## src/rtl/ps2_host_tx.sv

```systemverilog
// PS/2 host-to-device transmitter: inhibits the bus, sends start/8 data/odd parity/stop,
// then samples the device ACK. Lines are driven through open-drain enables.
`timescale 1ns / 1ps
module ps2_host_tx #(
  parameter int unsigned INHIBIT_CYCLES = 12000,
  parameter int unsigned TIMEOUT_CYCLES = 2000000
) (
  input  logic       clk,
  input  logic       rst,
  input  logic [7:0] tx_data,
  input  logic       tx_valid,
  output logic       tx_ready,
  input  logic       ps2_clk_in,
  input  logic       ps2_data_in,
  output logic       ps2_clk_oe,
  output logic       ps2_data_oe,
  output logic       busy,
  output logic       done,
  output logic       ack_err,
  output logic       timeout
);

  localparam int unsigned InhW = (INHIBIT_CYCLES > 1) ? $clog2(INHIBIT_CYCLES) : 1;
  localparam int unsigned ToW  = (TIMEOUT_CYCLES > 1) ? $clog2(TIMEOUT_CYCLES) : 1;
  localparam logic [InhW-1:0] InhLast = InhW'(INHIBIT_CYCLES - 1);
  localparam logic [ToW-1:0]  ToLast  = ToW'(TIMEOUT_CYCLES - 1);

  typedef enum logic [2:0] {
    StIdle, StInhibit, StStart, StData, StParity, StStop, StWaitIdle
  } state_e;

  state_e          state_q, state_d;
  logic [1:0]      clk_sync_q, clk_sync_d, data_sync_q, data_sync_d;
  logic            clk_prev_q, clk_prev_d;
  logic [InhW-1:0] inh_cnt_q, inh_cnt_d;
  logic [ToW-1:0]  to_cnt_q, to_cnt_d;
  logic [2:0]      idx_q, idx_d;
  logic [7:0]      byte_q, byte_d;
  logic            parity_q, parity_d, err_q, err_d;
  logic            clk_oe_q, clk_oe_d, data_oe_q, data_oe_d;
  logic            tx_ready_q, tx_ready_d, busy_q, busy_d;
  logic            done_q, done_d, ack_err_q, ack_err_d, timeout_q, timeout_d;
  logic            fall;

  always_comb begin
    state_d     = state_q;
    clk_sync_d  = {clk_sync_q[0], ps2_clk_in};
    data_sync_d = {data_sync_q[0], ps2_data_in};
    clk_prev_d  = clk_sync_q[1];
    inh_cnt_d   = inh_cnt_q;
    to_cnt_d    = to_cnt_q;
    idx_d       = idx_q;
    byte_d      = byte_q;
    parity_d    = parity_q;
    err_d       = err_q;
    clk_oe_d    = clk_oe_q;
    data_oe_d   = data_oe_q;
    done_d      = 1'b0;
    ack_err_d   = 1'b0;
    timeout_d   = 1'b0;
    fall        = clk_prev_q & ~clk_sync_q[1];

    unique case (state_q)
      StIdle: begin
        clk_oe_d  = 1'b0;
        data_oe_d = 1'b0;
        if (tx_valid && tx_ready_q) begin
          byte_d    = tx_data;
          parity_d  = ~^tx_data;
          err_d     = 1'b0;
          inh_cnt_d = '0;
          clk_oe_d  = 1'b1;
          data_oe_d = (InhLast == '0);
          state_d   = StInhibit;
        end
      end
      StInhibit: begin
        to_cnt_d = '0;
        if (inh_cnt_q == InhLast) begin
          clk_oe_d  = 1'b0;
          data_oe_d = 1'b1;
          state_d   = StStart;
        end else begin
          inh_cnt_d = inh_cnt_q + InhW'(1);
          // Data goes low for the last inhibit cycle so the start bit is set up before release.
          data_oe_d = (inh_cnt_d == InhLast);
        end
      end
      StStart: begin
        if (fall) begin
          data_oe_d = ~byte_q[0];
          idx_d     = 3'd0;
          state_d   = StData;
        end
      end
      StData: begin
        if (fall) begin
          if (idx_q != 3'd7) begin
            idx_d     = idx_q + 3'd1;
            data_oe_d = ~byte_q[idx_q + 3'd1];
          end else begin
            data_oe_d = ~parity_q;
            state_d   = StParity;
          end
        end
      end
      StParity: begin
        if (fall) begin
          data_oe_d = 1'b0;
          state_d   = StStop;
        end
      end
      StStop: begin
        if (fall) begin
          err_d   = data_sync_q[1];
          state_d = StWaitIdle;
        end
      end
      StWaitIdle: begin
        if (clk_sync_q[1] && data_sync_q[1]) begin
          done_d    = ~err_q;
          ack_err_d = err_q;
          state_d   = StIdle;
        end
      end
      default: state_d = StIdle;
    endcase

    // The device-clocked phase is bounded; expiry wins over any fall in the same cycle.
    if (state_q != StIdle && state_q != StInhibit) begin
      if (to_cnt_q == ToLast) begin
        clk_oe_d  = 1'b0;
        data_oe_d = 1'b0;
        done_d    = 1'b0;
        ack_err_d = 1'b0;
        timeout_d = 1'b1;
        state_d   = StIdle;
      end else begin
        to_cnt_d = to_cnt_q + ToW'(1);
      end
    end

    busy_d     = (state_d != StIdle);
    tx_ready_d = (state_d == StIdle);
  end

  always_ff @(posedge clk or posedge rst) begin
    if (rst) begin
      state_q     <= StIdle;
      clk_sync_q  <= 2'b11;
      data_sync_q <= 2'b11;
      clk_prev_q  <= 1'b1;
      inh_cnt_q   <= '0;
      to_cnt_q    <= '0;
      idx_q       <= 3'd0;
      byte_q      <= 8'h00;
      parity_q    <= 1'b0;
      err_q       <= 1'b0;
      clk_oe_q    <= 1'b0;
      data_oe_q   <= 1'b0;
      tx_ready_q  <= 1'b1;
      busy_q      <= 1'b0;
      done_q      <= 1'b0;
      ack_err_q   <= 1'b0;
      timeout_q   <= 1'b0;
    end else begin
      state_q     <= state_d;
      clk_sync_q  <= clk_sync_d;
      data_sync_q <= data_sync_d;
      clk_prev_q  <= clk_prev_d;
      inh_cnt_q   <= inh_cnt_d;
      to_cnt_q    <= to_cnt_d;
      idx_q       <= idx_d;
      byte_q      <= byte_d;
      parity_q    <= parity_d;
      err_q       <= err_d;
      clk_oe_q    <= clk_oe_d;
      data_oe_q   <= data_oe_d;
      tx_ready_q  <= tx_ready_d;
      busy_q      <= busy_d;
      done_q      <= done_d;
      ack_err_q   <= ack_err_d;
      timeout_q   <= timeout_d;
    end
  end

  assign tx_ready    = tx_ready_q;
  assign ps2_clk_oe  = clk_oe_q;
  assign ps2_data_oe = data_oe_q;
  assign busy        = busy_q;
  assign done        = done_q;
  assign ack_err     = ack_err_q;
  assign timeout     = timeout_q;

endmodule

```

## config.mk

```make
export PLATFORM = sky130hd
export DESIGN_NAME = ps2_host_tx
export DESIGN_NICKNAME = d
export VERILOG_FILES = /design/src/rtl/ps2_host_tx.sv
export SDC_FILE = /design/constraint.sdc
export NUM_CORES = 1
export LEC_CHECK = 0
export BUFFER_PORTS_ARGS = -buffer_cell sky130_fd_sc_hd__buf_4
export CAP_MARGIN = 20
export CORE_MARGIN = 8
export CORE_UTILIZATION = 66
export DETAILED_ROUTE_END_ITERATION = 6
export GPL_ROUTABILITY_DRIVEN = 0
export GPL_TIMING_DRIVEN = 1
export PLACE_DENSITY = 0.89
export SLEW_MARGIN = 20
export SYNTH_ARGS = -nofsm -noshare
export SYNTH_HDL_FRONTEND = slang
export SYNTH_SLANG_ARGS = --single-unit
```

## constraint.sdc

```tcl
create_clock -name clk -period 5 [get_ports clk]
set_input_delay 1 -clock clk [delete_from_list [all_inputs] [get_ports clk]]
set_output_delay 1 -clock clk [all_outputs]
set_load 0.005 [all_outputs]
```

; Yosys cells after proc, flatten, opt, wreduce, memory -nomap -nowiden
; Index checks and enable logic that the tools add are counted.
[totals]
elab_cells = 108
input_bits = 13
output_inout_bits = 7
ff_bits = 63
[op_classes]
bitwise_logic = 6
eq_ne = 17
n_mux = 49
n_addsub = 3
magnitude_cmp = 1
n_reduce_logical = 15
[ops]
columns = cell, n
row1 = 21-bit 2-to-1 mux, 3
row2 = 3-bit 2-to-1 mux, 13
row3 = "14-bit == test, second input constant", 2
row4 = 14-bit 2-to-1 mux, 2
row5 = 14-bit one-hot mux with 2 select lines, 1
row6 = 1-bit 2-to-1 mux, 24
row7 = "21-bit by 1-bit adder with 21-bit output, second input constant", 1
row8 = "21-bit == test, second input constant", 1
row9 = 3-bit one-hot mux with 7 select lines, 1
row10 = "14-bit by 1-bit adder with 14-bit output, second input constant", 1
row11 = "2-bit != test, second input constant", 6
row12 = "3-bit == test, second input constant", 3
row13 = 8-bit XNOR reduction, 1
row14 = "3-bit by 2-bit == test with 1-bit output, second input constant", 2
row15 = 3-bit logical NOT, 2
row16 = 3-bit one-hot mux with 2 select lines, 1
row17 = 3-bit AND reduction, 2
row18 = 2-bit nonzero test, 3
row19 = 3-bit nonzero test, 2
row20 = 1-bit NOT, 5
row21 = 1-bit one-hot mux with 5 select lines, 1
row22 = "3-bit by 4-bit less-than comparator with 1-bit output, second input constant", 1
row23 = 1-bit one-hot mux with 2 select lines, 2
row24 = 4-bit AND reduction, 1
row25 = other kinds (8), 10

; Logic depth before layout (Yosys ltp)
[logic_depth]
ltp_word = 9
depth_mapped = 8
depth_no_buf = 7

; Worst setup path before layout
; No wires, ideal clock.
[synth_timing]
path_type = input-to-reg
start = in tx_valid
end = reg inh_cnt_q[11]
t_arrival_ns = 1.772
setup_time_ns = 0.121
path_stages = 5
t_required_ns = 4.879
slack_ns = 3.107
n_path_buf = 1
path_cell_list = nand3_1 > o21ai_1 > buf_2 > o21ai_1 > a22o_1
[synth_between]
elab_chain_cells = 3
[synth_lines]
columns = item, line
row1 = from (decl), 11  ; input logic tx_valid,
row2 = 1-bit logical AND, 67  ; if (tx_valid && tx_ready_q) begin
row3 = 2-bit != test (no source line), --
row4 = 3-bit AND reduction (no source line), --
row5 = to (signal assigned), 171  ; inh_cnt_q <= inh_cnt_d;
row6 = to (decl), 35  ; logic [InhW-1:0] inh_cnt_q, inh_cnt_d;
; No other way between the ends.
; A chain may end at the register's enable or synchronous reset.

; Worst setup path in the final report
[layout_timing]
start = reg state_q[2]
end = reg inh_cnt_q[13]
[layout_between]
elab_chain_cells = 3
word_cells_on_any_way = 7
classes_between = eq/ne: 3 / mux: 1 / reduce/logical: 3
[layout_lines]
columns = item, line
row1 = from (decl), 32  ; state_e state_q, state_d;
row2 = from (signal assigned), 149  ; state_q <= StIdle;
row3 = from (signal assigned), 167  ; state_q <= state_d;
row4 = 3-bit by 1-bit == test with 1-bit output or 3-bit logical NOT (tied branches), 63  ; unique case (state_q)
row5 = 2-bit != test (no source line) or 2-bit nonzero test (tied branches), --
row6 = 3-bit AND reduction (no source line), --
; Several ways; a longest one is shown, not always the timed one.

==> impl_metrics.env <==
export IMPL_synth_fp_nets=392
export IMPL_endpoint_kind="register"
export IMPL_worstPathMaxFanout=22
export IMPL_synth_cell_types=69
export IMPL_cts_resized=0
export IMPL_drt_iter0_markers=159
export IMPL_power_density_nw_per_um2=245
export IMPL_pin_count=20
export IMPL_status="completed"
export IMPL_grtUsageTotal=0.209
export IMPL_avgRoutedWirePerCell_um=16.8
export IMPL_syn_avg_cell_area_um2=9.56
export IMPL_portBuffers=19
export IMPL_synthTopCellsByArea="dfrtp_1 40%, nand2_1 4.7%, dfstp_2 4.4%, nand3_1 2.7%, nor2_1 2.6%"
export IMPL_reg2reg_from="state_q[2]"
export IMPL_critPathArrivalTime_ns=3.34
export IMPL_ant_nets=0
export IMPL_drc=0
export IMPL_grt_pass1_wl_um=13000
export IMPL_finalMaxSlewViolations=0
export IMPL_first_global_vias=2848
export IMPL_fin_worst_skew_ns=0.0109
export IMPL_die_x_um=89.6
export IMPL_routed_via_density=6.44
export IMPL_die_height_um=89.6
export IMPL_maxCapViolCount=0
export IMPL_yosysTopAreaCellShare=0.399
export IMPL_hold_class="register to register"
export IMPL_hpwl_um=5180
export IMPL_hp_start="data_sync_q[0]"
export IMPL_critical_path_cell_chain="nor2_2 > nand2_1 > o21ai_1 > o21ai_0 > a21o_1"
export IMPL_worst_skew_pair_late_latency_ns=0.34
export IMPL_synth_common_cells="57 x dfrtp_1, 45 x nand2_1, 25 x nor2_1"
export IMPL_max_vdd_ir_drop_mv=0.205
export IMPL_worst_pin_slew_ns=0.888
export IMPL_rows=27
export IMPL_netlist_instances=374
export IMPL_setup_tns_ns=0
export IMPL_vias=2945
export IMPL_ys_seq_area_frac=0.443
export IMPL_finalHoldViolCount=0
export IMPL_leakagePower_uw=0.00166
export IMPL_rsz0062_at_grt="false"
export IMPL_cpMaxStageDelayCell="o21ai_1"
export IMPL_wl_um=7690
export IMPL_cts_tree="yes"
export IMPL_clock_sinks=63
export IMPL_cts_buffers=9
export IMPL_start_util=0.666
export IMPL_crit_type="register to register"
export IMPL_critical_path_max_stage_delay_ns=0.82
export IMPL_h_tree_depth=3
export IMPL_grt_overflow_total=0
export IMPL_die_area_um2=8030
export IMPL_relSlewSlack=0.404
export IMPL_yosysTopAreaCell="dfrtp_1"
export IMPL_ys_seq_elements=63
export IMPL_dr_pass1_iters=4
export IMPL_total_power_uw=948
export IMPL_cts_setup_buffers=0
export IMPL_synth_area_um2=3580
export IMPL_async_flop_share=1.00
export IMPL_drive_gt1_frac=0.143
export IMPL_final_nets=398
export IMPL_nFillCells=361
export IMPL_cp_data_required_time_ns=5.23
export IMPL_startpoint_type="register"
export IMPL_min_period_ns=3.11
export IMPL_postCtsHoldBufs=0
export IMPL_clockBufferDepth=2
export IMPL_syn_to_final_growth_pct=8.19
export IMPL_antennaDiodeCount=0
export IMPL_synth_most_common_cell="dfrtp_1"
export IMPL_antenna_found_initial=0
export IMPL_post_route_period_util=0.622
export IMPL_cts_root_buf="clkbuf_8"
export IMPL_synthFlopType="dfrtp_1"
export IMPL_cts_clk_slew_worst_paths_ns=0.06
export IMPL_fmaxAchievable_ghz=0.321
export IMPL_finalSetupViolations=0
export IMPL_crit_start="state_q[2]"
export IMPL_synth_edf_count=0
export IMPL_grt_max_degree=64
export IMPL_yosys_warnings=0
export IMPL_core_um2=5370
through the flow:
stage / hold WS (ns) / worst slack [ns] / util / cell area [um^2] / cells
after floorplan: 0.345 / 2.44 / - / 3580 / 374
after global placement: 0.347 / 2.07 / 0.687 / 3690 / 441
after detailed placement: 0.349 / 1.93 / 0.687 / 3690 / 441
after global routing: 0.365 / 1.66 / 0.720 / 3870 / 457
final: 0.362 / 1.89 / 0.720 / 3870 / 457
after CTS: 0.362 / 1.90 / 0.720 / 3870 / 457
worst paths after layout:
| kind | end | slack [ns] | depth (start not counted) |
|---|---|---|---|
| hold reg to reg | data_sync_q[1] | 0.36 | 0 |
| setup / recovery | inh_cnt_q[13] | 1.89 | 5 |
| min in group asynchronous | to_cnt_q[19] | 0.88 | 3 |
| setup reg to reg | inh_cnt_q[13] | 1.89 | 5 |
| max in group asynchronous | to_cnt_q[1] | 3.58 | 3 |
| hold / removal | data_sync_q[1] | 0.36 | 0 |
logic make-up (layout without fill, tap and decap cells):
family          count (synthesis)  count (layout)  share of synthesized area
simple gates                  159             159                      0.257
compound gates                 90              90                      0.174
flops                          63              63                      0.443
buf+inv                        34              45                     0.0451
xor+xnor                       14              14                     0.0343
mux                             9               9                     0.0294
fa+ha+maj                       5               5                     0.0175
placed cells by master, fill, tap and decap left out, drive strengths merged, types with 6 or more instances in the layout:
cell type | synthesis | final
dfrtp | 57 | 57
nand2 | 45 | 45
nor2 | 26 | 26
o21ai | 24 | 24
buf | 12 | 20
nand3 | 20 | 20
clkbuf | 13 | 16
a21oi | 13 | 13
o31ai | 11 | 11
a22o | 10 | 10
nor3 | 10 | 10
inv | 9 | 9
nand4 | 8 | 8
xor2 | 7 | 7
xnor2 | 7 | 7
mux2i | 6 | 6
dfstp | 6 | 6
registers in the layout (all words and copies together) (netlist names):
signal	cells
tx_ready	1
clk_prev_q	1
busy	1
done	1
parity_q	1
idx_q	3
byte_q	8
data_sync_q	2
to_cnt_q	21
err_q	1
state_q	3
clk_sync_q	2
ps2_data_oe	1
ack_err	1
inh_cnt_q	14
ps2_clk_oe	1
timeout	1
power by group:
| group | total (uW) | switching, uW | internal, uW |
|---|---|---|---|
| clock | 401 | 179 | 222 |
| combinational | 32.0 | 18.0 | 14.0 |
| sequential | 515 | 1.38 | 514 |
| total | 948 | 199 | 749 |
cell type report:
class | instances | area [um^2] | area share
Multi-Input combinational cell | 277 | 1830 | 0.473
Timing Repair Buffer | 20 | 150 | 0.0388
Inverter | 9 | 33.8 | 0.00873
Clock buffer | 16 | 180 | 0.0466
Sequential cell | 63 | 1580 | 0.409
Tap cell | 72 | 90.1 | 0.0233
routing by layer:
layer  GRT usage  vias up  part of all wire
li1            -     1386                 -
met1       0.257     1440              0.44
met2       0.334      109              0.49
met3      0.0637       10             0.065
met4      0.0861        0             0.011
met5           0        -                 0
critical path: cells and delay by family, from the launching register on:
kind | cells | cell delay, ns
AOI/OAI and AO/OA | 3 | 1.27
DFF | 1 | 0.55
and+or+nand+nor | 2 | 1.19
Note: power is estimated with default switching activity, not from simulation.
